File: src/rtl/frontend_pkg.sv
// -----------------------------------------------------------------------------
// frontend_pkg
// Shared types and constants for the instruction fetch front end.
//   fetch_state_t    : fetch sequencer FSM states
//   FETCH_WIDTH      : instructions delivered to the FIFO per cache response
//   DEFAULT_RESET_PC : first fetch address after reset
// -----------------------------------------------------------------------------
package frontend_pkg;

    typedef enum logic [1:0] {
        IDLE    = 2'd0,
        REQ     = 2'd1,
        WAIT    = 2'd2,
        DISCARD = 2'd3
    } fetch_state_t;

    localparam int unsigned FETCH_WIDTH      = 2;
    localparam logic [31:0] DEFAULT_RESET_PC = 32'hBFC0_0000;

    // Words actually usable from an aligned doubleword fetched at pc.
    function automatic logic [1:0] lane_count(input logic [31:0] pc);
        return pc[2] ? 2'd1 : 2'(FETCH_WIDTH);
    endfunction

endpackage

File: src/rtl/fetch_pack.sv
// -----------------------------------------------------------------------------
// fetch_pack
// Combinational split of a 64-bit I-cache response into the two FIFO write
// lanes. The doubleword always holds {pc_aligned+4, pc_aligned}; when the
// fetch PC points at the upper word only that word is valid and it is
// presented on lane 1.
// Ports:
//   rdata        in  64  cache response {word @+4, word @+0}
//   pc           in  32  fetch PC the response belongs to (word aligned)
//   lane_data1   out 32  instruction for lane 1
//   lane_addr1   out 32  PC of lane 1
//   lane_data2   out 32  instruction for lane 2 (0 when invalid)
//   lane_addr2   out 32  PC of lane 2 (0 when invalid)
//   lane_en2     out 1   lane 2 carries a valid instruction
// -----------------------------------------------------------------------------
module fetch_pack
    import frontend_pkg::*;
(
    input  logic [63:0] rdata,
    input  logic [31:0] pc,
    output logic [31:0] lane_data1,
    output logic [31:0] lane_addr1,
    output logic [31:0] lane_data2,
    output logic [31:0] lane_addr2,
    output logic        lane_en2
);

    // NOTE: every output gets a default first so no path through the block
    // leaves a value unassigned, which would infer a latch.
    always_comb begin
        lane_data1 = rdata[31:0];
        lane_addr1 = pc;
        lane_data2 = rdata[63:32];
        lane_addr2 = pc + 32'd4;
        lane_en2   = (lane_count(pc) == 2'd2);
        if (pc[2]) begin
            lane_data1 = rdata[63:32];
            lane_data2 = 32'd0;
            lane_addr2 = 32'd0;
        end
    end

endmodule

File: src/rtl/fetch_sequencer.sv
// -----------------------------------------------------------------------------
// fetch_sequencer
// Front-end fetch controller: generates fetch addresses, runs the I-cache
// request/response handshake (one transaction outstanding), and writes up to
// two instructions per response into the instruction FIFO. Redirects flush
// the FIFO and any in-flight response from the old path is discarded.
//
// Optional feature: define FETCH_PERF_COUNTER_EN to add 64-bit performance
// counters on perf_* ports. Functional behaviour is unchanged.
//
// Ports:
//   clk, rst                   clock, synchronous active-high reset
//   redirect_valid/redirect_pc branch/exception redirect and target
//   fifo_full                  FIFO cannot take two more entries
//   fifo_flush                 clear FIFO (rst or redirect, combinational)
//   fifo_write_en1/en2         registered FIFO write enables
//   fifo_write_data1/data2     instruction words
//   fifo_write_address1/2      instruction PCs
//   ic_req/ic_addr             cache request, 8-byte aligned address
//   ic_addr_ok                 request accepted
//   ic_data_ok/ic_rdata        cache response
//   perf_*                     (FETCH_PERF_COUNTER_EN only) event counters
// -----------------------------------------------------------------------------
module fetch_sequencer
    import frontend_pkg::*;
#(
    parameter logic [31:0] RESET_PC = DEFAULT_RESET_PC
) (
    input  logic        clk,
    input  logic        rst,
    input  logic        redirect_valid,
    input  logic [31:0] redirect_pc,
    input  logic        fifo_full,
    output logic        fifo_flush,
    output logic        fifo_write_en1,
    output logic        fifo_write_en2,
    output logic [31:0] fifo_write_data1,
    output logic [31:0] fifo_write_data2,
    output logic [31:0] fifo_write_address1,
    output logic [31:0] fifo_write_address2,
    output logic        ic_req,
    output logic [31:0] ic_addr,
    input  logic        ic_addr_ok,
    input  logic        ic_data_ok,
    input  logic [63:0] ic_rdata
`ifdef FETCH_PERF_COUNTER_EN
    ,
    output logic [63:0] perf_fetch_requests,
    output logic [63:0] perf_fetched_words,
    output logic [63:0] perf_discarded_responses,
    output logic [63:0] perf_full_stall_cycles
`endif
);

    fetch_state_t state;
    logic [31:0]  fetch_pc;

    logic         wr_en1;
    logic         wr_en2;
    logic [31:0]  wr_data1;
    logic [31:0]  wr_data2;
    logic [31:0]  wr_addr1;
    logic [31:0]  wr_addr2;

    logic [31:0]  lane_data1;
    logic [31:0]  lane_addr1;
    logic [31:0]  lane_data2;
    logic [31:0]  lane_addr2;
    logic         lane_en2;

    logic         accept_data;
    logic [31:0]  pc_step;

    fetch_pack u_fetch_pack (
        .rdata      (ic_rdata),
        .pc         (fetch_pc),
        .lane_data1 (lane_data1),
        .lane_addr1 (lane_addr1),
        .lane_data2 (lane_data2),
        .lane_addr2 (lane_addr2),
        .lane_en2   (lane_en2)
    );

    // A response is kept only if it arrives in WAIT on an unredirected path.
    assign accept_data = (state == WAIT) && ic_data_ok && !redirect_valid;
    assign pc_step     = fetch_pc[2] ? 32'd4 : 32'd8;

    assign ic_req     = (state == REQ);
    assign ic_addr    = {fetch_pc[31:3], 3'b000};
    assign fifo_flush = rst || redirect_valid;

    // A write registered last cycle is squashed if a redirect flushes the
    // FIFO in the same cycle; it belongs to the abandoned path.
    assign fifo_write_en1      = wr_en1 && !redirect_valid;
    assign fifo_write_en2      = wr_en2 && !redirect_valid;
    assign fifo_write_data1    = wr_data1;
    assign fifo_write_data2    = wr_data2;
    assign fifo_write_address1 = wr_addr1;
    assign fifo_write_address2 = wr_addr2;

    // NOTE: sequential state uses non-blocking assignments so every register
    // samples pre-edge values regardless of statement order.
    always_ff @(posedge clk) begin
        if (rst) begin
            state    <= IDLE;
            fetch_pc <= RESET_PC;
            wr_en1   <= 1'b0;
            wr_en2   <= 1'b0;
            // NOTE: the write data/address registers are reset too, because
            // the FIFO write bus is required to read zero out of reset.
            wr_data1 <= 32'd0;
            wr_data2 <= 32'd0;
            wr_addr1 <= 32'd0;
            wr_addr2 <= 32'd0;
        end else begin
            wr_en1 <= 1'b0;
            wr_en2 <= 1'b0;

            if (accept_data) begin
                wr_en1   <= 1'b1;
                wr_en2   <= lane_en2;
                wr_data1 <= lane_data1;
                wr_data2 <= lane_data2;
                wr_addr1 <= lane_addr1;
                wr_addr2 <= lane_addr2;
            end

            if (redirect_valid) begin
                fetch_pc <= redirect_pc;
                unique case (state)
                    IDLE:    state <= REQ;
                    REQ:     state <= ic_addr_ok ? DISCARD : REQ;
                    WAIT:    state <= ic_data_ok ? REQ : DISCARD;
                    DISCARD: state <= ic_data_ok ? REQ : DISCARD;
                    default: state <= IDLE;
                endcase
            end else begin
                unique case (state)
                    IDLE: begin
                        if (!fifo_full) state <= REQ;
                    end
                    REQ: begin
                        if (ic_addr_ok) state <= WAIT;
                    end
                    WAIT: begin
                        if (ic_data_ok) begin
                            fetch_pc <= fetch_pc + pc_step;
                            state    <= fifo_full ? IDLE : REQ;
                        end
                    end
                    DISCARD: begin
                        if (ic_data_ok) state <= REQ;
                    end
                    default: state <= IDLE;
                endcase
            end
        end
    end

`ifdef FETCH_PERF_COUNTER_EN
    logic [1:0] words_written;

    assign words_written = 2'(fifo_write_en1) + 2'(fifo_write_en2);

    always_ff @(posedge clk) begin
        if (rst) begin
            perf_fetch_requests      <= 64'd0;
            perf_fetched_words       <= 64'd0;
            perf_discarded_responses <= 64'd0;
            perf_full_stall_cycles   <= 64'd0;
        end else begin
            if (ic_req && ic_addr_ok)
                perf_fetch_requests <= perf_fetch_requests + 64'd1;
            perf_fetched_words <= perf_fetched_words + 64'(words_written);
            if (ic_data_ok && ((state == DISCARD) ||
                               ((state == WAIT) && redirect_valid)))
                perf_discarded_responses <= perf_discarded_responses + 64'd1;
            if ((state == IDLE) && fifo_full && !redirect_valid)
                perf_full_stall_cycles <= perf_full_stall_cycles + 64'd1;
        end
    end
`endif

endmodule

File: config.mk
export PLATFORM = sky130hd
export DESIGN_NAME = fetch_sequencer
export DESIGN_NICKNAME = d
export VERILOG_FILES = /design/src/rtl/frontend_pkg.sv /design/src/rtl/fetch_pack.sv /design/src/rtl/fetch_sequencer.sv
export SDC_FILE = /design/constraint.sdc
export NUM_CORES = 1
export LEC_CHECK = 0
export CORE_ASPECT_RATIO = 0.5
export CORE_MARGIN = 2
export CORE_UTILIZATION = 30
export CTS_CLUSTER_DIAMETER = 30
export DETAILED_ROUTE_END_ITERATION = 8
export GPL_ROUTABILITY_DRIVEN = 0
export RECOVER_POWER = 25
export SKIP_CTS_REPAIR_TIMING = 1
export SLEW_MARGIN = 30
export SYNTH_ARGS = -nofsm -noshare
export SYNTH_HDL_FRONTEND = slang
export SYNTH_HIERARCHICAL = 1
export SYNTH_SLANG_ARGS = --single-unit
File: constraint.sdc
create_clock -name clk -period 2.3 [get_ports clk]
set_input_delay 0.46 -clock clk [delete_from_list [all_inputs] [get_ports clk]]
set_output_delay 0.46 -clock clk [all_outputs]
set_load 0.01 [all_outputs]
# Yosys cells after proc, flatten, opt, wreduce, memory -nomap -nowiden
# Index checks and enable logic that the tools add are counted.
[word_totals] register_bits=164 in_bits=102 output_inout_bits=164 elab_cells=51
[classes] add_sub_neg=2 eq_ne=8 n_mux=19 n_bitwise=1 reduce_logical=13
[op_table] cell="two-way mux 32 bit" n=6
[op_table] cell="adder 32 x 3 -> 32 bit, second input constant" n=1
[op_table] cell="adder 32 x 4 -> 32 bit" n=1
[op_table] cell="two-way mux 2 bit" n=8
[op_table] cell="!= test 3 bit, second input constant" n=3
[op_table] cell="one-hot mux 2 bit (4 select lines)" n=1
[op_table] cell="== test 2 bit, second input constant" n=3
[op_table] cell="one-hot mux 2 bit (3 select lines)" n=1
[op_table] cell="logical AND 1 bit" n=4
[op_table] cell="two-way mux 4 bit" n=1
[op_table] cell="AND reduction 4 bit" n=1
[op_table] cell="nonzero test 2 bit" n=2
[op_table] cell="OR reduction 2 bit" n=2
[op_table] cell="!= test 3 x 2 -> 1 bit, second input constant" n=1
[op_table] cell="== test 2 x 1 -> 1 bit, second input constant" n=1
[op_table] cell="logical NOT 2 bit" n=1
[op_table] cell="two-way mux 1 bit" n=2
[op_table] cell="AND reduction 2 bit" n=1
[op_table] cell="logical NOT 1 bit" n=1
[op_table] cell="logical OR 1 bit" n=1
[op_table] cell="NOT 1 bit" n=1

# Longest topological paths before layout
# Gate-level depths: netlist of the first run.
[logic_depth] depth_word=5 depth_mapped=7 ltp_nobuf=6

# Hierarchy
# The synthesis of the first run kept the hierarchy.
[modules_own_cells] module="fetch_sequencer" instances=1 cells_each=854 area_each_um2=6757.7 seq_area_each_um2=3283.1
[modules_own_cells] module="fetch_pack" instances=1 cells_each=140 area_each_um2=1237.4 seq_area_each_um2=0.0

# Least setup slack after synthesis of the first run
# Ideal clock, no wire load.
[synth_timing] path_type="register -> register" startpoint="register fetch_pc[2]" endpoint="register fetch_pc[21]" setup_time_ns=0.091 arrival_time_ns=1.829 t_required_ns=2.209 slack_ns=0.380 path_stages_with_launch=7 n_path_buf=0 synth_period_minus_slack_ns=1.920 cell_sequence="dfxtp_1 inv_1 ha_1 a21o_1 nand4_1 or4_1 a311oi_1"
[synth_between] elab_chain_cells=5
[synth_lines] element="start: declaration" line_no="fetch_sequencer.sv:56" rtl="logic [31:0] fetch_pc;"
[synth_lines] element="start signal: assignment" line_no="fetch_sequencer.sv:129" rtl="fetch_pc <= redirect_pc;"
[synth_lines] element="start signal: assignment" line_no="fetch_sequencer.sv:147" rtl="fetch_pc <= fetch_pc + pc_step;"
[synth_lines] element="two-way mux 4 bit" line_no="fetch_sequencer.sv:86" rtl="assign pc_step = fetch_pc[2] ? 32'd4 : 32'd8;"
[synth_lines] element="adder 32 x 4 -> 32 bit *" line_no="fetch_sequencer.sv:147"
[synth_lines] element="two-way mux 32 bit *" line_no="fetch_sequencer.sv:146" rtl="if (ic_data_ok) begin"
[synth_lines] element="two-way mux 32 bit *" line_no="fetch_sequencer.sv:138" rtl="unique case (state)"
[synth_lines] element="two-way mux 32 bit *" line_no="fetch_sequencer.sv:128" rtl="if (redirect_valid) begin"
# Mark *: on every way between the ends. The rest lies on a longest branch, timed or not. The select of a mux whose other input is x is not followed.
# A chain may end at the register's enable or synchronous reset.

# Final worst setup path of the first run
[layout_timing] startpoint="input port redirect_valid" endpoint="output port fifo_write_en1"
[layout_between] elab_chain_cells=2
[layout_lines] element="start: declaration" line_no="fetch_sequencer.sv:31" rtl="input logic redirect_valid,"
[layout_lines] element="logical NOT 1 bit" line_no="fetch_sequencer.sv:94" rtl="assign fifo_write_en1 = wr_en1 && !redirect_valid;"
[layout_lines] element="logical AND 1 bit" line_no="fetch_sequencer.sv:94"
[layout_lines] element="end: declaration" line_no="fetch_sequencer.sv:35" rtl="output logic fifo_write_en1,"
# No other way between the ends.

==> results_dict.tcl, run 1 <==
set metrics [dict create \
    status "complete, but fails checks" \
    failing_checks "capacitance limit, slew limit" \
    crit_path_max_incr_delay_ps 550 \
    endpoint_kind "output pin" \
    synthDominantAreaCellType "sky130_fd_sc_hd__dfxtp_1" \
    main_combinational_cell_family_by_area_after_synthesis "simple AND/OR/NAND/NOR gates" \
    cts_max_level 4 \
    antenna_violating_nets_post_route 0 \
    hold_viol 0 \
    critPathSlowestCell "sky130_fd_sc_hd__clkdlybuf4s50_1" \
    chipWidth_um 234.9 \
    area_growth_syn_to_layout_pct 39.78 \
    clock_insertion_delay_at_the_later_pin_of_the_skew_report_ps 440 \
    first_pass_iters 7 \
    root_buffer_selected_by_cts "sky130_fd_sc_hd__clkbuf_16" \
    die_h_um 119.4 \
    tightest_slew_ps 1637 \
    holdWs_ps 354.2 \
    dpl_worst_slack_ps 59.69 \
    yosys-mux-area-fraction_pct 6.260 \
    post_synth_edffs 0 \
    fin_area_mm2 0.01118 \
    floorplan.die_area_mm2 0.02805 \
    ys_async_sr_fraction_pct 0 \
    yosys.cell_count.top_type "sky130_fd_sc_hd__nand2_1" \
    dominantRegCellSynth "sky130_fd_sc_hd__dfxtp_1" \
    cts_buffer_depth 2 \
    synth_xor_xnor_area_share_pct 1.095 \
    synth_area_in_compound_gates_pct 13.02 \
    synth_top_cells_by_area "sky130_fd_sc_hd__dfxtp_1 (41%), sky130_fd_sc_hd__nand2_1 (13%), sky130_fd_sc_hd__a21oi_1 (8.4%)" \
    count_of_different_cell_masters_after_synthesis 55 \
    critical_path_arrival_ps 1760 \
    detailroute.wirelength.met3_um 837 \
    critical_path.startpoint_type "input pin" \
    place.port_buffers 262 \
    synth_fa_ha_area_share_pct 0.3130 \
    clock-skew-final_ps 9.160 \
    finalWorstPathRequiredPeriod_ps 2222 \
    fmax_ghz 0.4501 \
    route.met2.wl_mm 13.00 \
    cts.reportedPaths.clkPinSlew_ps 60 \
    power.ir.vdd_worst_v 0.0005047 \
    synth-seq-area-share_pct 41.06 \
    synthCells 994 \
    simple_gate_share_of_the_synthesized_area_pct 27.26 \
    number_of_antenna_violations_at_the_first_check_in_global_routing 0 \
    crit_path_cell_trace "clkdlybuf4s50_1 -> buf_4 -> nor2b_1 -> clkdlybuf4s50_1" \
    setup-violations-final 0 \
    fin_crit_sh_pct 96.60 \
    drc 0 \
    path_common_cell "sky130_fd_sc_hd__clkdlybuf4s50_1" \
    total_power_uw 6798 \
    wl_met1_mm 11.04 \
    cts_tree "built" \
    synth_largest_type_area_fraction_pct 41.06 \
    cell_types_with_the_highest_counts_after_synthesis "sky130_fd_sc_hd__nand2_1 (274), sky130_fd_sc_hd__dfxtp_1 (164), sky130_fd_sc_hd__a21oi_1 (134)" \
    global_route.overflow_total 0 \
    report.final.slew_viol_count 77 \
    total_cell_area_at_the_placement_stage_mm2 0.01063 \
    routed_via_density 4.740 \
    antenna-diode-count 0 \
    detailedRoute.firstIterationViolations 529 \
    num_rows 42 \
    cap_violations 1 \
    setup_repair_after_global_routing_missed_its_margin "false" \
    synth_warnings 6 \
    drive_above_1_share_pct 9.242 \
    cts_made_buffers 17 \
    grt_pass1_wl_mm 38.73 \
    synth.avg_cell_area_um2 8.043 \
    drt-total-wl_mm 25.22 \
    final_critical_path_setup_slack_ps 78.23 \
    hold_path.class "input pin to flop" \
    core_region_area_mm2 0.02633 \
    p_leak_uw 0.003846 \
    max_slew_margin_pct -9.137 \
    final_net_count 1292 \
    pd_cells_mw_per_mm2 608.3 \
    top_level_ports 266 \
    start_util_pct 30.37 \
    ys_ff_latch 164 \
    dr.max_layer_used "met4" \
    cp_data_required_time_ps 1840 \
    grtUsageTotal_pct 17.45 \
    vias 7361 \
    crit_fanout 5 \
    wl_per_instance_um 16.24 \
    finalSetupTns_ps 0 \
    grt_max_degree 89 \
    place.detailed.hpwl_mm 18.02 \
    cts_num_sinks 164 \
    crit_type "input pin to output pin" \
    via_count_of_the_first_global_routing_pass 6744 \
    netlist_area_mm2 0.007995 \
]
-- cell usage in the layout (no fill, tap or decap), types with 3 or more instances in the layout --
cell                              instances
sky130_fd_sc_hd__clkbuf_16               17
sky130_fd_sc_hd__or3_1                    5
sky130_fd_sc_hd__conb_1                   3
sky130_fd_sc_hd__a311oi_1                 9
sky130_fd_sc_hd__inv_6                    3
sky130_fd_sc_hd__clkbuf_2                 3
sky130_fd_sc_hd__buf_4                   33
sky130_fd_sc_hd__and4_1                   6
sky130_fd_sc_hd__o21ai_0                  4
sky130_fd_sc_hd__o31ai_1                  6
sky130_fd_sc_hd__a211oi_1                12
sky130_fd_sc_hd__buf_6                    3
sky130_fd_sc_hd__and3_1                   5
sky130_fd_sc_hd__clkdlybuf4s50_1        261
sky130_fd_sc_hd__nor4_1                  10
sky130_fd_sc_hd__bufinv_16                3
sky130_fd_sc_hd__nor3_1                  14
sky130_fd_sc_hd__nor2b_1                 68
sky130_fd_sc_hd__nand4_1                 13
sky130_fd_sc_hd__clkbuf_1                 5
sky130_fd_sc_hd__dfxtp_1                163
sky130_fd_sc_hd__xnor2_1                  8
sky130_fd_sc_hd__nand3_1                  7
sky130_fd_sc_hd__mux2_1                   3
sky130_fd_sc_hd__a21oi_1                134
sky130_fd_sc_hd__nand2_1                273
sky130_fd_sc_hd__nor2_1                  31
sky130_fd_sc_hd__inv_1                    7
sky130_fd_sc_hd__mux2_4                  29
sky130_fd_sc_hd__or4_1                    8
-- per-layer routing --
layer | vias to the layer above | GRT usage [%]
met4 | 0 | 4.233
met5 | - | 0
met1 | 3509 | 21.78
li1 | 3672 | -
met3 | 27 | 3.848
met2 | 153 | 30.64
-- final timing paths --
check,start,to,slack [ps],depth (start not counted)
min,rst,fetch_pc[25],350,3
max,redirect_valid,fifo_write_en1,80,4
max reg2reg,fetch_pc[2],fifo_write_data1[23],130,5
min reg2reg,fifo_write_data2[3],fifo_write_data2[3],450,2
-- final cells by class --
| cell class | count | area, um^2 |
|---|---|---|
| clock buffer | 22 | 464.2 |
| inverter | 9 | 33.78 |
| tap | 352 | 440.4 |
| clock inverter | 10 | 146.4 |
| sequential | 164 | 3287 |
| multi-input combinational | 692 | 3847 |
| timing repair buffer | 304 | 2957 |
| fill | 2584 | 15150 |
-- power breakdown --
group          leakage [uW]  internal (uW)  switching, uW  total (uW)
clock network      0.000296           1780           1220        3000
logic               0.00222            457            366         823
registers           0.00133           2900           79.3        2980
-- cell families (layout without fill, tap and decap cells) --
logic type | Yosys count | after routing
AND/OR/NAND/NOR | 462 | 462
AO/OA/AOI/OAI | 181 | 181
flip-flops | 164 | 164
buffers and inverters | 140 | 345
multiplexers | 34 | 34
XOR/XNOR | 10 | 10
adder cells (fa/ha/maj) | 2 | 2
other | 1 | 3
-- registers in the layout, indices dropped and copies added, names as in the netlist --
signal               flops
fetch_pc                32
fifo_write_address1     32
fifo_write_address2     32
fifo_write_data1        32
fifo_write_data2        32
state                    2
wr_en1                   1
wr_en2                   1
-- worst max-delay path: cells and delay by family --
| family | cells | cell delay (ps) |
|---|---|---|
| and+or+nand+nor | 1 | 120 |
| buffers and inverters | 3 | 1180 |
-- per-stage QoR --
stage / utilization, % / instances
3_3_place_gp: 40.38 / 1521
3_5_place_dp: 40.38 / 1521
6_report: 42.45 / 1553
4_1_cts: 42.70 / 1553
5_1_grt: 42.45 / 1553
2_1_floorplan: - / 996
Power figures use the tool's default switching activity.
==> inputs of run 2 (changes only) <==
--- a/config.mk
+++ b/config.mk
@@ -12,9 +12,7 @@
 export DETAILED_ROUTE_END_ITERATION = 8
 export GPL_ROUTABILITY_DRIVEN = 0
 export RECOVER_POWER = 25
-export SKIP_CTS_REPAIR_TIMING = 1
 export SLEW_MARGIN = 30
 export SYNTH_ARGS = -nofsm -noshare
 export SYNTH_HDL_FRONTEND = slang
-export SYNTH_HIERARCHICAL = 1
 export SYNTH_SLANG_ARGS = --single-unit
==> run 2 against run 1 <==
The run still ends with capacitance limit, slew limit left. Clock skew is 3.5 ps lower. Hold slack better by 94 ps. Setup slack better by 15 ps. Area after synthesis is 14% lower. Register-to-register slack better by 200 ps. Combinational power is 11% lower. Total power is 4.6% lower. Non-clock buffer count is 2 higher. Clock power is 6.7% lower. Sequential power hardly changed. Core utilization is 3.3 points higher. Critical endpoint is now fifo_flush. Highest routed layer is now met5.
==> results_dict.tcl, run 2 <==
set metrics [dict create \
    status "complete, but fails checks" \
    failing_checks "capacitance limit, slew limit" \
    netlist_area_mm2 0.006912 \
    chipWidth_um 218.7 \
    critPathSlowestCell "sky130_fd_sc_hd__clkdlybuf4s50_1" \
    number_of_antenna_violations_at_the_first_check_in_global_routing 3 \
    finalWorstPathRequiredPeriod_ps 2207 \
    fin_crit_sh_pct 95.96 \
    routed_via_density 4.737 \
    endpoint_kind "output pin" \
    hold_path.class "flop to flop" \
    worst-path-buf-inv 4 \
    cts_tree "built" \
    cts_buffer_depth 2 \
    drc 0 \
    post_cts.resized_instances 0 \
    die_h_um 111.3 \
    crit_fanout 6 \
    holdWs_ps 447.8 \
    critical_path.top_delay_family "buffers and inverters" \
    synth_largest_type_area_fraction_pct 47.50 \
    top_level_ports 266 \
    wl_per_instance_um 16.63 \
    post-cts-setup-buffer-count 0 \
    synth_warnings 0 \
    global_route.overflow_total 0 \
    fmax_ghz 0.4531 \
    crit-reg2reg-launch "fetch_pc[2]" \
    ys_async_sr_fraction_pct 0 \
    hold-path-cell-count 2 \
    hold_viol 0 \
    max_slew_margin_pct -13.32 \
    antenna_violating_nets_post_route 0 \
    grt_pass1_wl_mm 35.10 \
    drive_above_1_share_pct 7.170 \
    cell_types_with_the_highest_counts_after_synthesis "sky130_fd_sc_hd__dfxtp_1 (164), sky130_fd_sc_hd__nand2_1 (123), sky130_fd_sc_hd__a21oi_1 (88)" \
    report.final.slew_viol_count 77 \
    cts-hold-fix-buffers 0 \
    final_critical_path_setup_slack_ps 92.82 \
    dpl_worst_slack_ps 47.30 \
    dominantRegCellSynth "sky130_fd_sc_hd__dfxtp_1" \
    mostFrequentLayoutCells "sky130_fd_sc_hd__clkdlybuf4s50_1 (229), sky130_fd_sc_hd__dfxtp_1 (163), sky130_fd_sc_hd__nand2_1 (123)" \
    synth-seq-area-share_pct 47.50 \
    via_count_of_the_first_global_routing_pass 6234 \
    cp_data_required_time_ps 1840 \
    start_util_pct 30.46 \
    ys_ff_latch 164 \
    detailedRoute.firstIterationViolations 391 \
    setup-violations-final 0 \
    critical_path.startpoint_type "input pin" \
    p_leak_uw 0.003709 \
    floorplan.die_area_mm2 0.02434 \
    layout_commonest_cell "sky130_fd_sc_hd__clkdlybuf4s50_1" \
    cts_max_level 4 \
    first_pass_iters 5 \
    synth_top_cells_by_area "sky130_fd_sc_hd__dfxtp_1 (48%), sky130_fd_sc_hd__nand2_1 (6.7%), sky130_fd_sc_hd__a21oi_1 (6.4%)" \
    num_rows 39 \
    synthDominantAreaCellType "sky130_fd_sc_hd__dfxtp_1" \
    yosys.cell_count.top_type "sky130_fd_sc_hd__dfxtp_1" \
    power.ir.vdd_worst_v 0.0004355 \
    critical_path_arrival_ps 1750 \
    synth.avg_cell_area_um2 8.607 \
    pd_cells_mw_per_mm2 624.8 \
    cts_made_buffers 17 \
    place.port_buffers 262 \
    vias 6418 \
    place.detailed.hpwl_mm 15.98 \
    count_of_different_cell_masters_after_synthesis 47 \
    crit_type "input pin to output pin" \
    clock-skew-final_ps 5.627 \
    crit_path_max_incr_delay_ps 540 \
    worstHoldEndpoint "fifo_write_data2[13]" \
    setup_repair_after_global_routing_missed_its_margin "false" \
    tightest_slew_ps 1700 \
    cts_num_sinks 164 \
    layout.core_utilization_pct 45.75 \
    cts.reportedPaths.clkPinSlew_ps 60 \
    grt_max_degree 77 \
    clock_insertion_delay_at_the_later_pin_of_the_skew_report_ps 430 \
    synthCells 803 \
    drt-total-wl_mm 22.53 \
    post_synth_edffs 0 \
    r2r_cells 7 \
    path_common_cell "sky130_fd_sc_hd__clkdlybuf4s50_1" \
    area_growth_syn_to_layout_pct 50.18 \
    worst-r2r-setup-slack_ps 330 \
    hp-start "fifo_write_data2[13]" \
    root_buffer_selected_by_cts "sky130_fd_sc_hd__clkbuf_16" \
    crit_path_cell_trace "clkdlybuf4s50_1 -> buf_4 -> nor2_1 -> inv_1 -> clkdlybuf4s50_1" \
    final_net_count 1141 \
    cap_violations 1 \
    grtUsageTotal_pct 18.58 \
    worst_setup_path_startpoint "redirect_valid" \
    r2r_end "fetch_pc[23]" \
    core_region_area_mm2 0.02269 \
]
-- run 2: changes by cell type after synthesis, moves of 14 or more --
cell / delta
sky130_fd_sc_hd__nand2_1: -151
sky130_fd_sc_hd__nor2b_1: -64
sky130_fd_sc_hd__a21oi_1: -46
sky130_fd_sc_hd__nand3_1: +44
sky130_fd_sc_hd__mux2i_1: +34
sky130_fd_sc_hd__buf_4: -33
sky130_fd_sc_hd__mux2_4: -32
sky130_fd_sc_hd__a211oi_1: +31
sky130_fd_sc_hd__nor2_1: +28
sky130_fd_sc_hd__a22o_1: +23
sky130_fd_sc_hd__clkbuf_1: +15
sky130_fd_sc_hd__xor2_1: +14
-- run 2: where the power goes --
| part | total (uW) | switching [uW] | internal, uW |
|---|---|---|---|
| Sequential | 2960 | 55.9 | 2900 |
| Combinational | 732 | 340 | 392 |
| Clock | 2800 | 1130 | 1670 |
| Total | 6490 | 1520 | 4960 |
-- run 2: final cells by class --
class,count,area [um^2]
diodes,2,5.005
multi-input cells,537,3124
flip-flops and latches,164,3284
well taps,307,384.1
clock inverters,5,75.07
fillers,2212,12310
repair buffers,306,2988
inverters,9,33.78
clock buffers,25,485.5
-- run 2: cell families (layout without fill, tap and decap cells) --
family,count (synthesis),count (layout),share of synthesized area (%)
simple gates,293,293,19.37
other cells,1,5,0.05426
xor+xnor,27,27,3.421
flops,164,164,47.50
buf+inv,104,345,7.513
mux,36,36,5.214
fa+ha+maj,4,4,0.7241
compound gates,174,174,16.20
-- run 2: through the flow --
step                      cells  total power [uW]  instance area, um^2  setup TNS [ps]
final                      1355              6486                10380               0
after global routing       1354              6748                10380               0
after CTS                  1353              6573                10420               0
after detailed placement   1323              3760                 9854               0
after global placement     1323              3753                 9849          -482.4
after floorplan             805              3365                 6919               0
-- run 2: worst reg2reg max path, delay by kind of cell (launching register included) --
family / cells / cell delay (ps)
fa+ha+maj: 1 / 310
flops: 1 / 390
buf+inv: 1 / 70
compound gates: 3 / 790
simple gates: 2 / 270
-- run 2: how the worst max path moves through the flow --
stage | endpoint | depth (start not counted) | slack [ps]
floorplan | fetch_pc[23] | 9 | 110
global placement | fifo_write_address2[30] | 5 | -40
detailed placement | fifo_write_data1[22] | 7 | 50
CTS | fifo_flush | 5 | 60
global route | fifo_flush | 5 | 40
finish | fifo_flush | 5 | 90
-- run 2: routing by layer --
layer	up-vias	global-route usage [%]	part of all wire [%]
met3	20	5.082	4.0
met2	126	30.65	49
li1	3231	-	-
met5	-	0	0.058
met4	2	5.631	1.5
met1	3039	23.74	45
==> inputs of run 3 (changes only) <==
--- a/config.mk
+++ b/config.mk
@@ -6,12 +6,14 @@
 export NUM_CORES = 1
 export LEC_CHECK = 0
 export CORE_ASPECT_RATIO = 0.5
-export CORE_MARGIN = 2
-export CORE_UTILIZATION = 30
+export CORE_MARGIN = 8
+export CORE_UTILIZATION = 44
 export CTS_CLUSTER_DIAMETER = 30
 export DETAILED_ROUTE_END_ITERATION = 8
 export GPL_ROUTABILITY_DRIVEN = 0
+export PLACE_DENSITY = 0.8
 export RECOVER_POWER = 25
+export SKIP_CTS_REPAIR_TIMING = 1
 export SLEW_MARGIN = 30
 export SYNTH_ARGS = -nofsm -noshare
 export SYNTH_HDL_FRONTEND = slang
==> run 3 against run 2 <==
Flip-flop and latch count stayed put. Largest cell class unchanged. Via count rose by 3.7%. Clock power fell by 1%. Combinational power down 0.5%. The run still ends with capacitance limit, slew limit left.
==> results_dict.tcl, run 3 (synthesized netlist as in run 2, its figures left out) <==
set metrics [dict create \
    status "complete, but fails checks" \
    failing_checks "capacitance limit, slew limit" \
    first_pass_iters 5 \
    cts_made_buffers 17 \
    clock-skew-final_ps 13.77 \
    num_rows 32 \
    detailedRoute.firstIterationViolations 417 \
    grt_max_degree 146 \
    cts_max_level 4 \
    setup_repair_after_global_routing_missed_its_margin "false" \
    finalWorstPathRequiredPeriod_ps 2187 \
    crit_path_max_incr_delay_ps 1210 \
    critical_path.top_delay_family "buffers and inverters" \
    critical_path.startpoint_type "input pin" \
    cts_tree "built" \
    layout_commonest_cell "sky130_fd_sc_hd__clkdlybuf4s50_1" \
    layout.core_utilization_pct 66.78 \
    finalSetupTns_ps 0 \
    antenna_violating_nets_post_route 0 \
    core_region_area_mm2 0.01537 \
    worst-r2r-setup-slack_ps 220 \
    hold_viol 0 \
    critical_path_arrival_ps 2490 \
    via_count_of_the_first_global_routing_pass 6591 \
    root_buffer_selected_by_cts "sky130_fd_sc_hd__clkbuf_16" \
    drt-total-wl_mm 22.76 \
    r2r_end "fetch_pc[31]" \
    layout.cells.non_filler 1251 \
    fin_crit_sh_pct 95.07 \
    place.detailed.instances 1219 \
    crit_path_cell_trace "clkbuf_4 -> clkbuf_4 -> nor2_2 -> buf_4 -> a22o_1" \
    power.ir.vdd_worst_v 0.0005309 \
    global_route.overflow_total 0 \
    critical_path.endpoint "fifo_write_address2[30]" \
    cts_num_sinks 164 \
    cp_data_required_time_ps 2600 \
    routed_via_density 5.320 \
    vias 6655 \
    holdWs_ps 445.9 \
    critPathSlowestCell "sky130_fd_sc_hd__clkbuf_4" \
    cap_violations 1 \
    top_level_ports 266 \
    tightest_slew_ps 1681 \
    cts.reportedPaths.clkPinSlew_ps 70 \
    worst_setup_path_startpoint "rst" \
    floorplan.die_area_mm2 0.02022 \
    path_common_cell "sky130_fd_sc_hd__clkbuf_4" \
    p_leak_uw 0.003666 \
    clock_insertion_delay_at_the_later_pin_of_the_skew_report_ps 420 \
    area_growth_syn_to_layout_pct 48.55 \
    mostFrequentLayoutCells "sky130_fd_sc_hd__clkdlybuf4s50_1 (235), sky130_fd_sc_hd__dfxtp_1 (163), sky130_fd_sc_hd__nand2_1 (122)" \
    setup-violations-final 0 \
    grtUsageTotal_pct 21.62 \
    endpoint_kind "flop" \
    antenna-diode-count 0 \
    pd_cells_mw_per_mm2 628.3 \
    chipWidth_um 193.2 \
    total_power_uw 6451 \
    drive_above_1_share_pct 7.927 \
    hold_path.class "flop to flop" \
    crit_type "input pin to flop" \
    start_util_pct 44.95 \
    place.detailed.hpwl_mm 16.61 \
    worst-path-buf-inv 3 \
    crit_cells 5 \
    cts_buffer_depth 2 \
    crit_fanout 145 \
    place.port_buffers 262 \
    die_h_um 104.6 \
    final_net_count 1140 \
    number_of_antenna_violations_at_the_first_check_in_global_routing 0 \
    r2r_cells 5 \
    drc 0 \
    crit-reg2reg-launch "fetch_pc[17]" \
    report.final.slew_viol_count 146 \
    grt_pass1_wl_mm 36.22 \
    max_slew_margin_pct -12.05 \
    wl_per_instance_um 18.19 \
    fmax_ghz 0.4573 \
]
[run 3: cell types whose count changed in the layout (fill, tap and decap cells not counted), moves of 4 or more]
cell | previous run | this run
sky130_fd_sc_hd__clkbuf_1 | 7 | 3
sky130_fd_sc_hd__clkdlybuf4s50_1 | 229 | 235
sky130_fd_sc_hd__clkinvlp_4 | 0 | 5
sky130_fd_sc_hd__dlygate4sd3_1 | 32 | 26
sky130_fd_sc_hd__inv_6 | 0 | 4
[run 3: final cells by class]
cell class              count  area, um^2
repair buffers            305        2983
inverters                   9       33.78
well taps                 204       255.2
flip-flops and latches    164        3284
clock buffers              18       429.2
fillers                  1241        5107
clock inverters            14       147.6
multi-input cells         537        3134
[run 3: worst min-delay path by stage]
stage	start	end	slack, ps	depth (start not counted)
final	fifo_write_data2[7]	fifo_write_data2[7]	450	2
after global routing	fifo_write_address2[16]	fifo_write_address2[16]	470	2
after detailed placement	fifo_write_data2[7]	fifo_write_data2[7]	450	2
after CTS	fifo_write_data2[7]	fifo_write_data2[7]	450	2
after floorplan	fetch_pc[1]	fifo_write_address1[1]	440	2
after global placement	fifo_write_data2[7]	fifo_write_data2[7]	440	2
[run 3: metal layers]
metal  part of all wire [%]  up-vias  global-route usage [%]
li1                       -     3232                       -
met1                     42     3142                   26.24
met2                     48      245                   36.52
met3                    7.0       36                   6.466
met4                    2.3        0                   7.045
met5                      0        -                       0
[run 3: where the power goes]
| group | internal, uW | switching (uW) | leakage [uW] |
|---|---|---|---|
| sequential | 2900 | 59.1 | 0.00133 |
| combinational | 392 | 337 | 0.00207 |
| clock | 1520 | 1240 | 0.000265 |
| total | 4820 | 1630 | 0.00367 |
[run 3: per-stage QoR]
step / cell area (um^2) / worst slack [ps]
3_5_place_dp: 9726 / 61.68
6_report: 10270 / 113.5
4_1_cts: 10300 / 170.3
5_1_grt: 10270 / 18.48
2_1_floorplan: 6919 / 109.8
3_3_place_gp: 9726 / 115.5
[run 3: tightest hold or removal path: cells and delay by family (launching register included)]
kind               cells  cell delay [ps]
AOI/OAI and AO/OA      1               50
and+or+nand+nor        1               50
DFF                    1              310
